### config.mk
export PLATFORM = sky130hd
export DESIGN_NAME = mem_port_arbiter
export DESIGN_NICKNAME = d
export VERILOG_FILES = /design/src/rtl/mem_port_arbiter.sv
export SDC_FILE = /design/constraint.sdc
export NUM_CORES = 1
export LEC_CHECK = 0
export CAP_MARGIN = 20
export CORE_AREA = 2 2 190 192
export CTS_BUF_LIST = sky130_fd_sc_hd__clkbuf_16
export DETAILED_ROUTE_END_ITERATION = 10
export DIE_AREA = 0 0 192 194
export PLACE_DENSITY_LB_ADDON = 0.05
export SLEW_MARGIN = 30
export SYNTH_ARGS = -nofsm -noshare
export SYNTH_HDL_FRONTEND = slang
export SYNTH_SLANG_ARGS = --single-unit
export TNS_END_PERCENT = 5
### constraint.sdc
create_clock -name clk -period 4.4 [get_ports clk]
set_input_delay 0.66 -clock clk [delete_from_list [all_inputs] [get_ports clk]]
set_output_delay 0.66 -clock clk [all_outputs]
set_load 0.02 [all_outputs]
### src/rtl/mem_port_arbiter.sv
// Shares one fixed-latency 64-bit single-port memory between instruction fetch and load/store.
// Optional build macro: MEM_ARB_STATS_EN adds grant and conflict counters.
module mem_port_arbiter #(
   parameter int RD_LAT = 2
) (
   input  logic        clk,
   input  logic        reset,
   input  logic        if_req,
   input  logic [63:0] if_addr,
   output logic [31:0] if_instr,
   output logic        if_ready,
   input  logic        d_req,
   input  logic        d_we,
   input  logic [63:0] d_addr,
   input  logic [63:0] d_wdata,
   output logic [63:0] d_rdata,
   output logic        d_ready,
   output logic        mem_en,
   output logic        mem_we,
   output logic [63:0] mem_addr,
   output logic [63:0] mem_wdata,
   input  logic [63:0] mem_rdata,
   output logic        stall
`ifdef MEM_ARB_STATS_EN
   ,
   output logic [31:0] stat_if_grants,
   output logic [31:0] stat_d_grants,
   output logic [31:0] stat_conflicts
`endif
);

   typedef enum logic [1:0] {IDLE, RD_WAIT, DONE} state_t;

   state_t      r_state;
   state_t      w_next_state;
   logic [2:0]  r_cnt;
   logic        r_owner_d;
   logic        r_addr_b2;
   logic [31:0] r_if_instr;
   logic [63:0] r_d_rdata;

   logic        w_idle;
   logic        w_grant_d;
   logic        w_grant_if;
   logic        w_grant;
   logic [63:0] w_sel_addr;
   logic        w_unused;

   // Grants are gated by reset so the memory never sees a strobe while the block is held in reset.
   assign w_idle     = (r_state == IDLE) & reset;
   assign w_grant_d  = w_idle & d_req;
   assign w_grant_if = w_idle & ~d_req & if_req;
   assign w_grant    = w_grant_d | w_grant_if;
   assign w_sel_addr = w_grant_d ? d_addr : if_addr;
   assign w_unused   = ^w_sel_addr[1:0];

   assign mem_en    = w_grant;
   assign mem_we    = w_grant_d & d_we;
   assign mem_addr  = w_grant ? {w_sel_addr[63:3], 3'b000} : 64'h0;
   assign mem_wdata = w_grant_d ? d_wdata : 64'h0;

   assign if_ready = (r_state == DONE) & ~r_owner_d;
   assign d_ready  = (r_state == DONE) & r_owner_d;
   assign if_instr = r_if_instr;
   assign d_rdata  = r_d_rdata;
   assign stall    = (if_req & ~if_ready) | (d_req & ~d_ready);

   always_comb begin
      w_next_state = r_state;
      case (r_state)
         IDLE: begin
            if (w_grant_d & d_we)
               w_next_state = DONE;
            else if (w_grant)
               w_next_state = RD_WAIT;
         end
         RD_WAIT: begin
            if (r_cnt == 3'd0)
               w_next_state = DONE;
         end
         DONE:    w_next_state = IDLE;
         default: w_next_state = IDLE;
      endcase
   end

   always_ff @(posedge clk or negedge reset) begin
      if (!reset) begin
         r_state    <= IDLE;
         r_cnt      <= 3'd0;
         r_owner_d  <= 1'b0;
         r_addr_b2  <= 1'b0;
         r_if_instr <= 32'h0;
         r_d_rdata  <= 64'h0;
      end else begin
         r_state <= w_next_state;
         if (w_grant) begin
            r_owner_d <= w_grant_d;
            r_addr_b2 <= w_sel_addr[2];
            r_cnt     <= 3'(RD_LAT - 1);
         end else if (r_state == RD_WAIT) begin
            if (r_cnt == 3'd0) begin
               // Each requester keeps its own result so one side's traffic never disturbs the other's hold value.
               if (r_owner_d)
                  r_d_rdata <= mem_rdata;
               else
                  r_if_instr <= r_addr_b2 ? mem_rdata[63:32] : mem_rdata[31:0];
            end else begin
               r_cnt <= r_cnt - 3'd1;
            end
         end
      end
   end

`ifdef MEM_ARB_STATS_EN
   logic [31:0] r_stat_if;
   logic [31:0] r_stat_d;
   logic [31:0] r_stat_conf;

   always_ff @(posedge clk or negedge reset) begin
      if (!reset) begin
         r_stat_if   <= 32'h0;
         r_stat_d    <= 32'h0;
         r_stat_conf <= 32'h0;
      end else begin
         if (w_grant_if)
            r_stat_if <= r_stat_if + 32'd1;
         if (w_grant_d)
            r_stat_d <= r_stat_d + 32'd1;
         if (w_idle & if_req & d_req)
            r_stat_conf <= r_stat_conf + 32'd1;
      end
   end

   assign stat_if_grants = r_stat_if;
   assign stat_d_grants  = r_stat_d;
   assign stat_conflicts = r_stat_conf;
`endif

endmodule

==> impl_results.md, run 1 <==
* Die height at 194 microns
* Worst slack at placement at 884 ps
* TritonRoute pass-1 iters at 5
* Synth cell types at 32
* Initial antenna violation count at 3
* Avg Cell Area, Syn at 10.7 sq um
* Fin util at 32.1%
* RSZ-0062 raised after global routing: false
* Startpoint types: primary input
* Crit end category: output pin
* ANT cells at 0
* Via count of the routed design at 5,988
* Share of cells above drive strength 1 at 9.83%
* R2R depth at 7
* CP top delay family: buffers and inverters
* CTS max path bufs at 2
* Number of global-route vias before repair at 6,239
* TritonCTS Buffers at 9
* DIE AREA at 37,200 sq um
* Slew HR at 47.6%
* FF-to-FF End: if_instr[3]
* CTS tree: built
* H-tree levels at 3
* Tot GR Track Use at 15.9%
* Slowest stage delay, CP at 710 ps
* Residual DRC at 0
* Data arrival, critical path at 2840 ps
* Synth Cell Area at 5790 sq um
* Max-slew violation count at 0
* Status: finished clean
* CP most frequent cell: clkdlybuf4s50_1
* Clock latency on the worst-skew pair at 360 ps
* YS warnings at 0
* Setup slack, reg-to-reg at 2060 ps
* Placer Congestion at 0.869
* Nets at 1,255
* Clock Pin Slew Worst Setup and Hold Paths at 70 ps
* Sinks on Clock Net at 103
* Initial core utilization at 16.4%
* Buf/Inv on CP at 3
* Largest net degree at the start of global routing at 78
* Syn Inst Count at 543
* Setup Skew at 12.0 ps
* HPWL after DPL at 23,600 microns
* Max Cap Viol at 0
* Cts-stage hold buffer count at 0
* Port Buffer Count at 482
* Antenna Nets Post-Route at 0
* Final WL at 30,500 microns
* Final Instance Count excl. Fillers at 1,458
* Cell Rows at 69
* Worst-path fanout max at 63
* WP data required at 3740 ps
* Kind of critical path: primary input to output pin
* Post-CTS sizing at 0
* # Post-CTS Setup Buffers at 0
* CTS root buffer: clkbuf_16
* Number of DRC markers in iteration 0 at 267
* Vias per inst at 4.11
* Worst path slowest cell: clkdlybuf4s50_1
* Pwr Density at 530 nW/um^2
* #FFs+latches synth at 103
* Ports at 490
* Max IR drop VDD at 0.239 mV
* Final Setup Violations at 0
* Period Utilization, post-route at 79.5%
* Grt total ovfl at 0
* Cells after DPL at 1,442
* Worst min path class: primary input to async pin
* Tightest Pin Transition at 783 ps
* Post-synthesis sequential area ratio at 44.5%
* Fmax at 286 MHz
* Area delta synth->final at 95.0%
* CP Cell Sequence: clkdlybuf4s50_1 > nor2b_4 > buf_12 > a22oi_1 > nor2_1 > clkdlybuf4s50_1
* Wire per inst at 20.9 microns
* Die W at 192 microns
* Final worst setup slack at 902 ps
* Hold Vio Cnt, Final at 0
* Critical R2R Launch: r_cnt[0]
* Tmin final at 3500 ps
* First-pass GRT wire length at 43,800 microns
* TNS Setup at 0 ps
* Core area at 35,200 sq um
* P_leak at 4.78 nW
-- metal layers --
layer  track usage, %  vias to the layer above  wire length [microns]  part of all wire [%]
met5                0                        -                     35                  0.11
met4             2.88                        6                    317                   1.0
met3             4.69                       24                   2660                   8.7
met2             26.9                      274                  14800                    48
met1             20.2                     2862                  12700                    42
li1                 -                     2822                      -                     -
-- how the worst max path moves through the flow --
| stage | endpoint | cells past startpoint | slack, ps | from |
|---|---|---|---|---|
| global placement | mem_addr[59] | 6 | 880 | if_req |
| detailed placement | mem_addr[61] | 6 | 880 | if_req |
| floorplan | mem_addr[28] | 5 | 2090 | d_req |
| finish | mem_addr[61] | 6 | 900 | if_req |
| CTS | mem_addr[61] | 6 | 880 | if_req |
| global route | mem_addr[62] | 6 | 810 | if_req |
-- flip-flops by register name, indices dropped and copies added (netlist names) --
signal     count
d_rdata       64
if_instr      32
r_cnt          3
r_state        2
r_addr_b2      1
r_owner_d      1
-- Yosys cell counts --
cell | count | area (sq um)
dfrtp_1 | 103 | 2580
nor2_1 | 96 | 360
and3_1 | 64 | 400
a22oi_1 | 62 | 465
mux2_4 | 60 | 901
a21oi_1 | 34 | 170
mux2i_1 | 32 | 320
buf_2 | 23 | 115
clkbuf_1 | 16 | 60.1
inv_1 | 7 | 26.3
buf_4 | 6 | 45.0
buf_8 | 6 | 90.1
clkbuf_2 | 4 | 20.0
mux2_2 | 4 | 45.0
nand2_1 | 4 | 15.0
a211oi_1 | 2 | 15.0
buf_1 | 2 | 7.51
ha_1 | 2 | 25.0
nand4b_1 | 2 | 17.5
nor3b_2 | 2 | 25.0
a22o_1 | 1 | 8.76
and3b_1 | 1 | 8.76
and4bb_1 | 1 | 12.5
conb_1 | 1 | 3.75
nor2b_1 | 1 | 6.26
nor3_1 | 1 | 5.00
nor3b_1 | 1 | 7.51
o21ai_0 | 1 | 5.00
o21bai_1 | 1 | 7.51
o22ai_1 | 1 | 6.26
o2bb2ai_1 | 1 | 8.76
xnor2_1 | 1 | 8.76
-- metrics by stage --
step                power, W  hold WS [ps]  cell area (sq um)
detailed placement   0.00525           478              11000
global route         0.00637          89.3              11300
floorplan            0.00350           364               5800
global placement     0.00526           475              11000
finish               0.00598           107              11300
CTS                  0.00610          90.6              11300
-- placed cells by master (no fill, tap or decap), drive strengths merged, types with 2 or more instances in the layout --
cell and count:
clkdlybuf4s50 480, dfrtp 103, nor2 96, and3 64, mux2 64, a22oi 62, a21oi 34, mux2i 32
buf 13, inv 10, clkbuf 9, nand2 4, clkinv 4, conb 3, nor3b 3, nand4b 2
a211oi 2, ha 2
-- report_power, final --
part	internal [W]	switching, W
clock network	0.000393	0.000403
registers	0.00140	0.000263
logic	0.00184	0.00168
-- cell families after synthesis --
group / Yosys count / share of synthesized area, %
buffers and inverters: 64 / 6.29
DFF: 103 / 44.5
adders and majority gates: 2 / 0.432
and+or+nand+nor: 173 / 14.8
muxes: 96 / 21.9
xor gates and xnor gates: 1 / 0.151
other: 1 / 0.0648
AOI/OAI and AO/OA: 103 / 11.9
-- layout make-up --
| class | instances | area (sq um) |
|---|---|---|
| multi-input cells | 378 | 2870 |
| well taps | 461 | 577 |
| fillers | 3697 | 23900 |
| repair buffers | 493 | 4960 |
| inverters | 7 | 26.3 |
| clock buffers | 9 | 225 |
| clock inverters | 7 | 55.1 |
| flip-flops and latches | 103 | 2580 |
(Power assumes the default switching activity.)
==> inputs of run 2 (changes only) <==
==> constraint.sdc (replaced) <==
create_clock -name clk -period 3 [get_ports clk]
set_input_delay 0.45 -clock clk [delete_from_list [all_inputs] [get_ports clk]]
set_output_delay 0.45 -clock clk [all_outputs]
set_load 0.02 [all_outputs]
==> run 2 against run 1 <==
  * Setup slack got worse by 750 ps
  * Highest routed layer unchanged
  * Die area did not move
  * Design area rose by 0.99%
==> impl_results.md, run 2 (synthesis results as in run 1) <==
* Initial core utilization at 16.4% (unchanged)
* Hold Vio Cnt, Final at 0 (unchanged)
* Max IR drop VDD at 0.389 mV (was 0.239 mV)
* Worst path slowest cell: clkdlybuf4s50_1 (unchanged)
* Crit path to: mem_addr[58] (was mem_addr[61])
* CP most frequent cell: clkdlybuf4s50_1 (unchanged)
* Final worst setup slack at 153 ps (was 902 ps)
* Placer Congestion at 0.845 (was 0.869)
* DIE AREA at 37,200 sq um (unchanged)
* Setup Skew at 15.0 ps (was 12.0 ps)
* Cells after DPL at 1,454 (was 1,442)
* TritonCTS Buffers at 9 (unchanged)
* Max-slew violation count at 0 (unchanged)
* Clock Power Share at 13.1% (was 13.3%)
* CP Cell Sequence: clkdlybuf4s50_1 > nor2b_4 > buf_12 > a22oi_1 > nor2_1 > buf_4 > clkdlybuf4s50_1 (was clkdlybuf4s50_1 > nor2b_4 > buf_12 > a22oi_1 > nor2_1 > clkdlybuf4s50_1)
* Largest net degree at the start of global routing at 72 (was 78)
* Sequential Power Share at 28.5% (was 27.8%)
* Max reg flops at 64 (unchanged)
* Final Instance Count excl. Fillers at 1,470 (was 1,458)
* Port Buffer Count at 482 (unchanged)
* Most common cell after layout, fill and taps aside: clkdlybuf4s50_1 (unchanged)
* Via count of the routed design at 5,877 (was 5,988)
* Fmax at 351 MHz
* Die height at 194 microns (unchanged)
* Wire per inst at 20.5 microns (was 20.9 microns)
* First-pass GRT wire length at 43,100 microns (was 43,800 microns)
* Number of stages on the worst setup path at 7 (was 6)
* Worst min path class: primary input to async pin (unchanged)
* CP top delay family: buffers and inverters (unchanged)
* Final Setup Violations at 0 (unchanged)
* Cts-stage hold buffer count at 0 (unchanged)
* Tightest Pin Transition at 764 ps (was 783 ps)
* Worst slack at placement at 94.0 ps (was 884 ps)
* Core area at 35,200 sq um (unchanged)
* R2R depth at 6 (was 7)
* Antenna Nets Post-Route at 0 (unchanged)
* Kind of critical path: primary input to output pin (unchanged)
* Max Cap Viol at 0 (unchanged)
* Crit end category: output pin (unchanged)
* CTS root buffer: clkbuf_16 (unchanged)
* Initial antenna violation count at 1 (was 3)
* ANT cells at 0 (unchanged)
* # Post-CTS Setup Buffers at 0 (unchanged)
* HPWL after DPL at 23,500 microns (was 23,600 microns)
* Sw Pwr at 0.00342 W (was 0.00235 W)
* DP Area at 11,100 sq um (was 11,000 sq um)
* Nets at 1,267 (was 1,255)
* RSZ-0062 raised after global routing: false (unchanged)
* Cell Rows at 69 (unchanged)
* Ports at 490 (unchanged)
* Vias per inst at 4.00 (was 4.11)
* Internal power at 0.00537 W (was 0.00364 W)
* CTS tree: built (unchanged)
* Number of DRC markers in iteration 0 at 268 (was 267)
* Area delta synth->final at 96.9% (was 95.0%)
* Critical R2R Launch: r_cnt[0] (unchanged)
* Clock latency on the worst-skew pair at 360 ps (about the same)
* Startpoint types: primary input (unchanged)
* Status: finished clean (unchanged)
* P_leak at 4.85 nW (was 4.78 nW)
* Slowest stage delay, CP at 610 ps (was 710 ps)
* H-tree levels at 3 (unchanged)
* Slew HR at 49.1% (was 47.6%)
* Die W at 192 microns (unchanged)
* Setup slack, reg-to-reg at 990 ps (was 2060 ps)
* FF-to-FF End: d_rdata[53] (was if_instr[3])
* TNS Setup at 0 ps (unchanged)
* Number of global-route vias before repair at 6,363 (was 6,239)
* CP Launch Point: if_req (unchanged)
* CTS max path bufs at 2 (unchanged)
* Tmin final at 2850 ps
* Data arrival, critical path at 2400 ps (was 2840 ps)
* Proportion of power drawn by combinational gates at 58.4% (was 58.9%)
* Most frequent cells in the layout: 479 x clkdlybuf4s50_1, 102 x dfrtp_1, 96 x nor2_1, 64 x and3_1, 62 x a22oi_1 (was 480 x clkdlybuf4s50_1, 102 x dfrtp_1, 96 x nor2_1, 64 x and3_1, 62 x a22oi_1)
* Worst-path fanout max at 27 (was 63)
* Tot GR Track Use at 15.6% (was 15.9%)
* Post-CTS sizing at 0 (unchanged)
* Clock Pin Slew Worst Setup and Hold Paths at 70 ps (about the same)
* Grt total ovfl at 0 (unchanged)
* TritonRoute pass-1 iters at 4 (was 5)
* WP data required at 2550 ps (was 3740 ps)
* Period Utilization, post-route at 94.9%
* Residual DRC at 0 (unchanged)
* Switching Fraction at 38.9% (was 39.2%)
* Share of cells above drive strength 1 at 10.9% (was 9.83%)
* Pwr Density at 772 nW/um^2 (was 530 nW/um^2)
* Final WL at 30,100 microns (was 30,500 microns)
* Fin area at 11,400 sq um (was 11,300 sq um)
* Buf/Inv on CP at 4 (was 3)
* Sinks on Clock Net at 103 (unchanged)
-- run 2: how the worst min path moves through the flow --
| stage | to | slack, ps | start | cells after the start |
|---|---|---|---|---|
| finish | if_instr[1] | 180 | reset | 2 |
| floorplan | d_rdata[0] | 150 | reset | 0 |
| detailed placement | d_rdata[45] | 490 | d_rdata[45] | 1 |
| CTS | d_rdata[28] | 200 | reset | 2 |
| global route | d_rdata[62] | 220 | reset | 2 |
| global placement | d_rdata[53] | 490 | d_rdata[53] | 1 |
-- run 2: worst register-to-register path, stage by stage (launching register included) --
cell and delay, ps:
dfrtp_1 360, inv_1 50, ha_1 190, ha_1 230
nand4b_1 180, buf_4 470, mux2_2 430
-- run 2: metal layers --
layer	vias up	wire (microns)	track usage (%)
li1	2851	-	-
met1	2748	12500	19.5
met2	258	14700	26.7
met3	18	2480	4.54
met4	2	369	2.83
met5	-	18	0
-- run 2: cell type report --
class	instances	area [sq um]
clock buffer	9	225
clock inverter	7	53.8
fill	3691	23800
inverter	7	26.3
multi-input combinational	378	2870
sequential	103	2580
tap	461	577
timing repair buffer	505	5070
-- run 2: power groups by stage --
stage | Combinational (W) | Clock, W | Sequential (W)
finish | 0.00514 | 0.00116 | 0.00251
global route | 0.00547 | 0.00127 | 0.00260
CTS | 0.00523 | 0.00123 | 0.00252
detailed placement | 0.00520 | 0 | 0.00254
global placement | 0.00522 | 0 | 0.00252
floorplan | 0.00195 | 0 | 0.00318
-- run 2: metrics by stage --
stage	hold WS, ps	total power, W	utilization [%]
final	183	0.00880	32.4
after global routing	219	0.00934	32.4
after CTS	200	0.00897	32.4
after detailed placement	491	0.00774	31.6
after global placement	488	0.00774	31.6
after floorplan	154	0.00513	-
